===== config.mk =====
export PLATFORM = sky130hd
export DESIGN_NAME = csr_timer
export DESIGN_NICKNAME = d
export VERILOG_FILES = /design/src/rtl/csr_timer_pkg.sv /design/src/rtl/csr_timer_stable_counter.sv /design/src/rtl/csr_timer.sv
export SDC_FILE = /design/constraint.sdc
export NUM_CORES = 1
export LEC_CHECK = 0
export ABC_AREA = 1
export BUFFER_PORTS_ARGS = -buffer_cell sky130_fd_sc_hd__clkbuf_2
export CAP_MARGIN = 20
export CORE_MARGIN = 2
export CORE_UTILIZATION = 33
export CTS_CLUSTER_SIZE = 16
export DETAILED_ROUTE_END_ITERATION = 16
export PLACE_DENSITY = 0.55
export SETUP_SLACK_MARGIN = 0.1
export SKIP_LAST_GASP = 1
export SYNTH_ARGS = -nofsm -noshare
export SYNTH_HDL_FRONTEND = slang
export SYNTH_SLANG_ARGS = --single-unit

===== constraint.sdc =====
create_clock -name clk -period 2.1 [get_ports clk]
set_clock_uncertainty 0.15 [all_clocks]
set_input_delay 0.105 -clock clk [delete_from_list [all_inputs] [get_ports clk]]
set_output_delay 0.105 -clock clk [all_outputs]
set_load 0.05 [all_outputs]

===== src/rtl/csr_timer_pkg.sv =====
// Shared constants for the LoongArch constant-timer CSRs: CSR addresses,
// TCFG/TICLR field positions and the ESTAT.IS bit that carries the timer interrupt.
package csr_timer_pkg;

    localparam int CSR_DATA_W = 32;

    localparam logic [13:0] CSR_TID   = 14'h040;
    localparam logic [13:0] CSR_TCFG  = 14'h041;
    localparam logic [13:0] CSR_TVAL  = 14'h042;
    localparam logic [13:0] CSR_TICLR = 14'h044;

    localparam int TCFG_EN       = 0;
    localparam int TCFG_PERIODIC = 1;
    localparam int TCFG_INITVAL  = 2;
    localparam int TICLR_CLR     = 0;

    localparam int ESTAT_IS_TI   = 11;

endpackage


===== src/rtl/csr_timer_stable_counter.sv =====
// 64-bit free-running stable counter with synchronous reset; the low-to-high
// carry happens inside a single 64-bit add, so both halves update on the same edge.
module csr_timer_stable_counter (
    input  logic        clk,
    input  logic        reset,
    output logic [31:0] lo_o,
    output logic [31:0] hi_o
);

    logic [63:0] cnt_q;
    logic [63:0] cnt_d;

    assign cnt_d = cnt_q + 64'd1;

    always_ff @(posedge clk) begin
        if (reset) begin
            cnt_q <= '0;
        end else begin
            cnt_q <= cnt_d;
        end
    end

    assign lo_o = cnt_q[31:0];
    assign hi_o = cnt_q[63:32];

endmodule


===== src/rtl/csr_timer.sv =====
// Constant timer (TID/TCFG/TVAL/TICLR) and stable-counter source for the CSR unit.
// Define CSR_TIMER_STABLE_COUNTER_EN to build the 64-bit stable counter; otherwise cnt_lo/cnt_hi read 0.
module csr_timer
    import csr_timer_pkg::*;
#(
    parameter int          TIMER_WIDTH = 32,
    parameter logic [31:0] CPU_ID      = 32'd0
) (
    input  logic        clk,
    input  logic        reset,
    input  logic [13:0] csr_num,
    input  logic        csr_re,
    output logic [31:0] csr_rdata,
    input  logic        csr_we,
    input  logic [31:0] csr_wdata,
    output logic        timer_int,
    output logic [31:0] cnt_id,
    output logic [31:0] cnt_lo,
    output logic [31:0] cnt_hi
);

    localparam logic [TIMER_WIDTH-1:0] TVAL_ONE = TIMER_WIDTH'(1);

    logic [31:0]            tid_q,  tid_d;
    logic [TIMER_WIDTH-1:0] tcfg_q, tcfg_d;
    logic [TIMER_WIDTH-1:0] tval_q, tval_d;
    logic                   timer_en_q,  timer_en_d;
    logic                   timer_int_q, timer_int_d;

    logic we_tid;
    logic we_tcfg;
    logic we_ticlr;
    logic expire;
    logic [TIMER_WIDTH-1:0] reload_val;

    assign we_tid   = csr_we && (csr_num == CSR_TID);
    assign we_tcfg  = csr_we && (csr_num == CSR_TCFG);
    assign we_ticlr = csr_we && (csr_num == CSR_TICLR);

    assign reload_val = {tcfg_q[TIMER_WIDTH-1:TCFG_INITVAL], 2'b00};

    always_comb begin
        tid_d       = tid_q;
        tcfg_d      = tcfg_q;
        tval_d      = tval_q;
        timer_en_d  = timer_en_q;
        timer_int_d = timer_int_q;
        expire      = 1'b0;

        if (we_tid) begin
            tid_d = csr_wdata;
        end

        // A TCFG write always reloads TVAL, even with En=0, and suppresses countdown.
        if (we_tcfg) begin
            tcfg_d     = csr_wdata[TIMER_WIDTH-1:0];
            tval_d     = {csr_wdata[TIMER_WIDTH-1:TCFG_INITVAL], 2'b00};
            timer_en_d = csr_wdata[TCFG_EN];
        end else if (timer_en_q) begin
            if (tval_q != '0) begin
                tval_d = tval_q - TVAL_ONE;
            end else begin
                expire = 1'b1;
                if (tcfg_q[TCFG_PERIODIC]) begin
                    tval_d = reload_val;
                end else begin
                    tval_d     = '1;
                    timer_en_d = 1'b0;
                end
            end
        end

        // Hardware expiry wins over a software clear in the same cycle.
        if (expire) begin
            timer_int_d = 1'b1;
        end else if (we_ticlr && csr_wdata[TICLR_CLR]) begin
            timer_int_d = 1'b0;
        end
    end

    always_ff @(posedge clk) begin
        if (reset) begin
            tid_q       <= CPU_ID;
            tcfg_q      <= '0;
            tval_q      <= '1;
            timer_en_q  <= 1'b0;
            timer_int_q <= 1'b0;
        end else begin
            tid_q       <= tid_d;
            tcfg_q      <= tcfg_d;
            tval_q      <= tval_d;
            timer_en_q  <= timer_en_d;
            timer_int_q <= timer_int_d;
        end
    end

    always_comb begin
        csr_rdata = '0;
        if (csr_re) begin
            case (csr_num)
                CSR_TID:  csr_rdata = tid_q;
                CSR_TCFG: csr_rdata = CSR_DATA_W'(tcfg_q);
                CSR_TVAL: csr_rdata = CSR_DATA_W'(tval_q);
                default:  csr_rdata = '0;
            endcase
        end
    end

    assign timer_int = timer_int_q;
    assign cnt_id    = tid_q;

`ifdef CSR_TIMER_STABLE_COUNTER_EN
    csr_timer_stable_counter u_stable_counter (
        .clk   (clk),
        .reset (reset),
        .lo_o  (cnt_lo),
        .hi_o  (cnt_hi)
    );
`else
    assign cnt_lo = '0;
    assign cnt_hi = '0;
`endif

endmodule


# Word-level counts from Yosys, hierarchy flattened
# Index checks and enable logic that the tools add are counted.
totals:
  inputBits: 50
  elab_cells: 32
  ff_bits: 98
op_classes:
  reduce_logical: 7
  n_eq_ne: 4
  addsub: 1
  mux: 15
ops:
  columns: ["op", "count"]
  rows:
  - ["$mux W32", 5]
  - ["$pmux W32 S3", 1]
  - ["$eq A14 B7 Y1 const B", 4]
  - ["$reduce_bool A32 Y1", 1]
  - ["$sub A32 B1 Y32 const B", 1]
  - ["$mux W1", 9]
  - ["$logic_and A1 B1 Y1", 4]
  - ["$reduce_bool A2 Y1", 2]

# Longest topological paths before layout
depth:
  ltp_word: 5
  ltp_mapped: 12

# Worst setup path after synthesis
# No wires, ideal clock.
synth_path:
  path_kind: "input to output"
  startpoint: "in csr_num[9]"
  endpoint: "out csr_rdata[11]"
  n_path_buf: 1
  t_arrival_ns: 1.796
  setup_slack_ns: 0.049
  stages: 8
  cell_sequence: "nor2_1 -> nand4_1 -> nor2_2 -> nand2_1 -> nand2_1 -> o21ai_1 -> buf_2 -> a21oi_1"
synth_between:
  elab_chain_len: 3
synth_lines:
  columns: ["element", "line", "source"]
  rows:
  - ["start, declared", "csr_timer.sv:11", "input logic [13:0] csr_num,"]
  - ["$eq A14 B7 Y1", "csr_timer.sv:100", "case (csr_num)"]
  - ["$pmux W32 S3 *", "csr_timer.sv:100", null]
  - ["$mux W32 *", "csr_timer.sv:99", "if (csr_re) begin"]
  - ["end, declared", "csr_timer.sv:13", "output logic [31:0] csr_rdata,"]
# Every way passes the cells marked *; elsewhere a longest branch is shown, timed or not.

# Final worst setup path
layout_path:
  startpoint: "reg tval_q[1]"
  endpoint: "reg tval_q[16]"
layout_between:
  elab_chain_len: 4
layout_lines:
  columns: ["element", "line", "source"]
  rows:
  - ["start, declared", "csr_timer.sv:26", "logic [TIMER_WIDTH-1:0] tval_q, tval_d;"]
  - ["start signal, assigned", "csr_timer.sv:91", "tval_q <= tval_d;"]
  - ["$sub A32 B1 Y32 or $reduce_bool A32 Y1 (tied branches)", "csr_timer.sv:61, csr_timer.sv:60", null]
  - ["$mux W32 *", "csr_timer.sv:60", "if (tval_q != '0) begin"]
  - ["$mux W32 *", "csr_timer.sv:59", "end else if (timer_en_q) begin"]
  - ["$mux W32 *", "csr_timer.sv:55", "if (we_tcfg) begin"]
# Every way passes the cells marked *; elsewhere a longest branch is shown, timed or not. The select of a mux whose other input is x is not followed.
# A chain may end at the register's enable or synchronous reset.

==> impl_metrics.ini <==
[run_status]
outcome = completed

[timing]
rsz0062_at_grt = yes
report.final.slew_viol_count = 0
tns_ns = 0
min_period_ns = 1.89
finalSetupViolations = 0
timing.fmax_ghz = 0.528
hold_viol_final = 0
fin_crit_sh_pct = 90.2

[grt]
overflow = 0
track_usage_pct = 20.8
grt_pass1_wl_microns = 35600
grt_antenna_before_repair = 0
grt_pass1_vias = 6661
grt_max_degree = 55

[critical_path]
cp_num_cells = 11
worstPathArrival_ns = 1.99
path_max_fanout = 9
critPathKind = flip-flop to flip-flop
crit_required_ns = 2.20
reg2reg_depth = 11
slowest_stage = dfxtp_1
endpoint = tval_q[16]
r2r_setup_slack_ns = 0.21
path_cells = inv_1 -> ha_2 -> nand2_1 -> nor2_1 -> nand2_1 -> nor2_2 -> nand3_4 -> nand2_8 -> nand2_1 -> nand3_1 -> nand2_1
cp_slowest_stage_delay_ns = 0.33
r2r_end = tval_q[16]
crit_buf_inv = 1
r2r_start = tval_q[1]
cp-end-kind = flip-flop
startpoint = tval_q[1]
cpMostUsedCell = nand2_1
critical_path.top_delay_family = simple AND/OR/NAND/NOR gates
critPathLaunchType = flip-flop

[yosys]
yosys-top-cells-area = dfxtp_1, nand2_1, nor2_1
synth_cell_types = 33
synth_seq_cells = 98
yosysSeqAreaShare_pct = 29.4
synth_area_sq_um = 6680
synth_common_cells = nand2_1, nor2_1, inv_1, dfxtp_1, o21ai_0
synth_ff_type = dfxtp_1
ys_async_sr_fraction_pct = 0
synth_edf_count = 0
yosysWarnings = 0
synth_top_area_cell = dfxtp_1
synth_top_area_share_pct = 29.4
post_synth.cell_area_avg_sq_um = 5.86
syn_inst = 1140
synth.most_common_cell = nand2_1

[detailed_routing]
via_per_inst = 4.69
ant_nets = 0
wirelength_microns = 22600
via_count = 7325
first_pass_iters = 5
wire_per_inst_microns = 14.4
drt_iter0_markers = 556
drc = 0

[power]
pwr-share-comb_pct = 11.8
seqPwrFrac_pct = 47.4
intPower_uw = 2760
power.density_nw_per_um2 = 465
pwr-share-clk_pct = 40.9
power.share.switching_pct = 29.6
ir_worst_vdd_uv = 311
leakage_uw = 0.00359
switching_power_uw = 1160

[die]
fp.dieW_microns = 146
die_h_microns = 146
ios = 179
start_util_pct = 33.4
die_area_sq_um = 21400
rows = 52
core_area_sq_um = 20000

[place]
gp_congestion = 0.941
dpl.cell_count = 1510
dp.final_hpwl_microns = 16900
dpl_cell_area_sq_um = 7600
port_buffers = 114

[run]
cap_violations = 0

[clock_tree]
cts_root_buf = clkbuf_16
path_clk_slew_ns = 0.08
cts_tree = done
cts_sinks = 98
clk_latency_ns = 0.36
cts_max_level = 3
cts_made_buffers = 9
cts_max_path_buffers = 2

[final_layout]
num-fill-cells = 2187
areaGrowthSynthToFinish_pct = 26.0
antennaDiodeCount = 0
drive_gt1_share_pct = 17.2
final_cells = 1562
design_area_sq_um = 8420
fin_nets = 1340

[min_path]
min_path_type = primary input to flip-flop
power groups by stage:
| stage | Sequential, uW | Combinational (uW) | Clock, uW |
|---|---|---|---|
| floorplan | 1900 | 412 | 0 |
| global placement | 1900 | 410 | 0 |
| detailed placement | 1900 | 411 | 0 |
| CTS | 1860 | 457 | 1630 |
| global route | 1860 | 492 | 1710 |
| finish | 1860 | 461 | 1600 |
state kept, by name, summed over array words and instances, names as in the netlist:
register    count
cnt_id         32
timer_int       1
timer_en_q      1
tcfg_q         32
tval_q         32
cell usage in the layout (no fill, tap or decap), drive strengths merged:
master | synthesis | layout
nand2 | 295 | 296
nor2 | 215 | 215
inv | 138 | 140
o21ai | 122 | 122
dfxtp | 98 | 98
clkbuf | 27 | 97
a21oi | 75 | 75
conb | 1 | 64
buf | 84 | 64
nand3 | 61 | 61
dlygate4sd3 | 0 | 32
nand4 | 6 | 6
xor2 | 6 | 6
nor3 | 4 | 4
clkinv | 1 | 4
ha | 2 | 2
clkinvlp | 0 | 1
or2 | 1 | 1
a211oi | 1 | 1
xnor2 | 1 | 1
o21bai | 1 | 1
nor4b | 1 | 1
cell families (layout without fill, tap and decap cells):
group	after synthesis	in the layout	share of synthesized area, %
AND/OR/NAND/NOR	583	584	35.9
other	1	64	0.0561
flip-flops	98	98	29.4
AO/OA/AOI/OAI	199	199	15.0
adder cells (fa/ha/maj)	2	2	0.374
XOR/XNOR	7	7	0.917
buffers and inverters	250	338	18.4
repair_timing:
action | 4_1_cts | 5_1_grt
setup buffers | 0 | 4
setup endpoints to repair | 0 | 60
hold endpoints to repair | 79 | 0
hold buffers | 32 | 0
gates resized for setup | 0 | 95
how the worst min path moves through the flow:
stage | endpoint | start | slack (ns) | cells after the start
after floorplan | tcfg_q[23] | csr_wdata[23] | 0.1 | 2
after global placement | tcfg_q[12] | csr_wdata[12] | 0.22 | 3
after detailed placement | tcfg_q[6] | csr_wdata[6] | 0.23 | 3
after CTS | timer_int | csr_num[3] | 0.02 | 5
after global routing | tcfg_q[9] | csr_we | 0.10 | 5
final | timer_int | csr_num[3] | 0.02 | 5
worst register-to-register path, delay by kind of cell, from the launching register on:
family / cells / cell delay (ns)
AND/OR/NAND/NOR: 9 / 1.01
adder cells (fa/ha/maj): 1 / 0.21
buffers and inverters: 1 / 0.10
flip-flops: 1 / 0.33
metrics by stage:
| step | setup WS [ns] | hold WS [ns] | util, % | power (uW) |
|---|---|---|---|---|
| 2_1_floorplan | 0.0486 | 0.0988 | - | 2310 |
| 3_3_place_gp | 0.164 | 0.224 | 37.9 | 2310 |
| 3_5_place_dp | 0.135 | 0.229 | 37.9 | 2310 |
| 4_1_cts | 0.135 | 0.0238 | 40.9 | 3940 |
| 5_1_grt | 0.0739 | 0.101 | 42.0 | 4060 |
| 6_report | 0.206 | 0.0157 | 42.0 | 3920 |
layout make-up:
type                            instances  area (sq um)  share of cell area [%]
Timing Repair Buffer                  184          1500                    17.8
Multi-Input combinational cell        856          3830                    45.5
Sequential cell                        98          1960                    23.3
Tap cell                              270           338                    4.01
Clock buffer                            9           225                    2.67
Inverter                              139           528                    6.27
Clock inverter                          6          41.3                   0.490
layer usage:
metal	GRT usage [%]	share of wire [%]
met1	29.4	47
met2	32.5	45
met3	3.09	6.0
met4	6.65	1.8
met5	0	0
(Power assumes the default switching activity.)
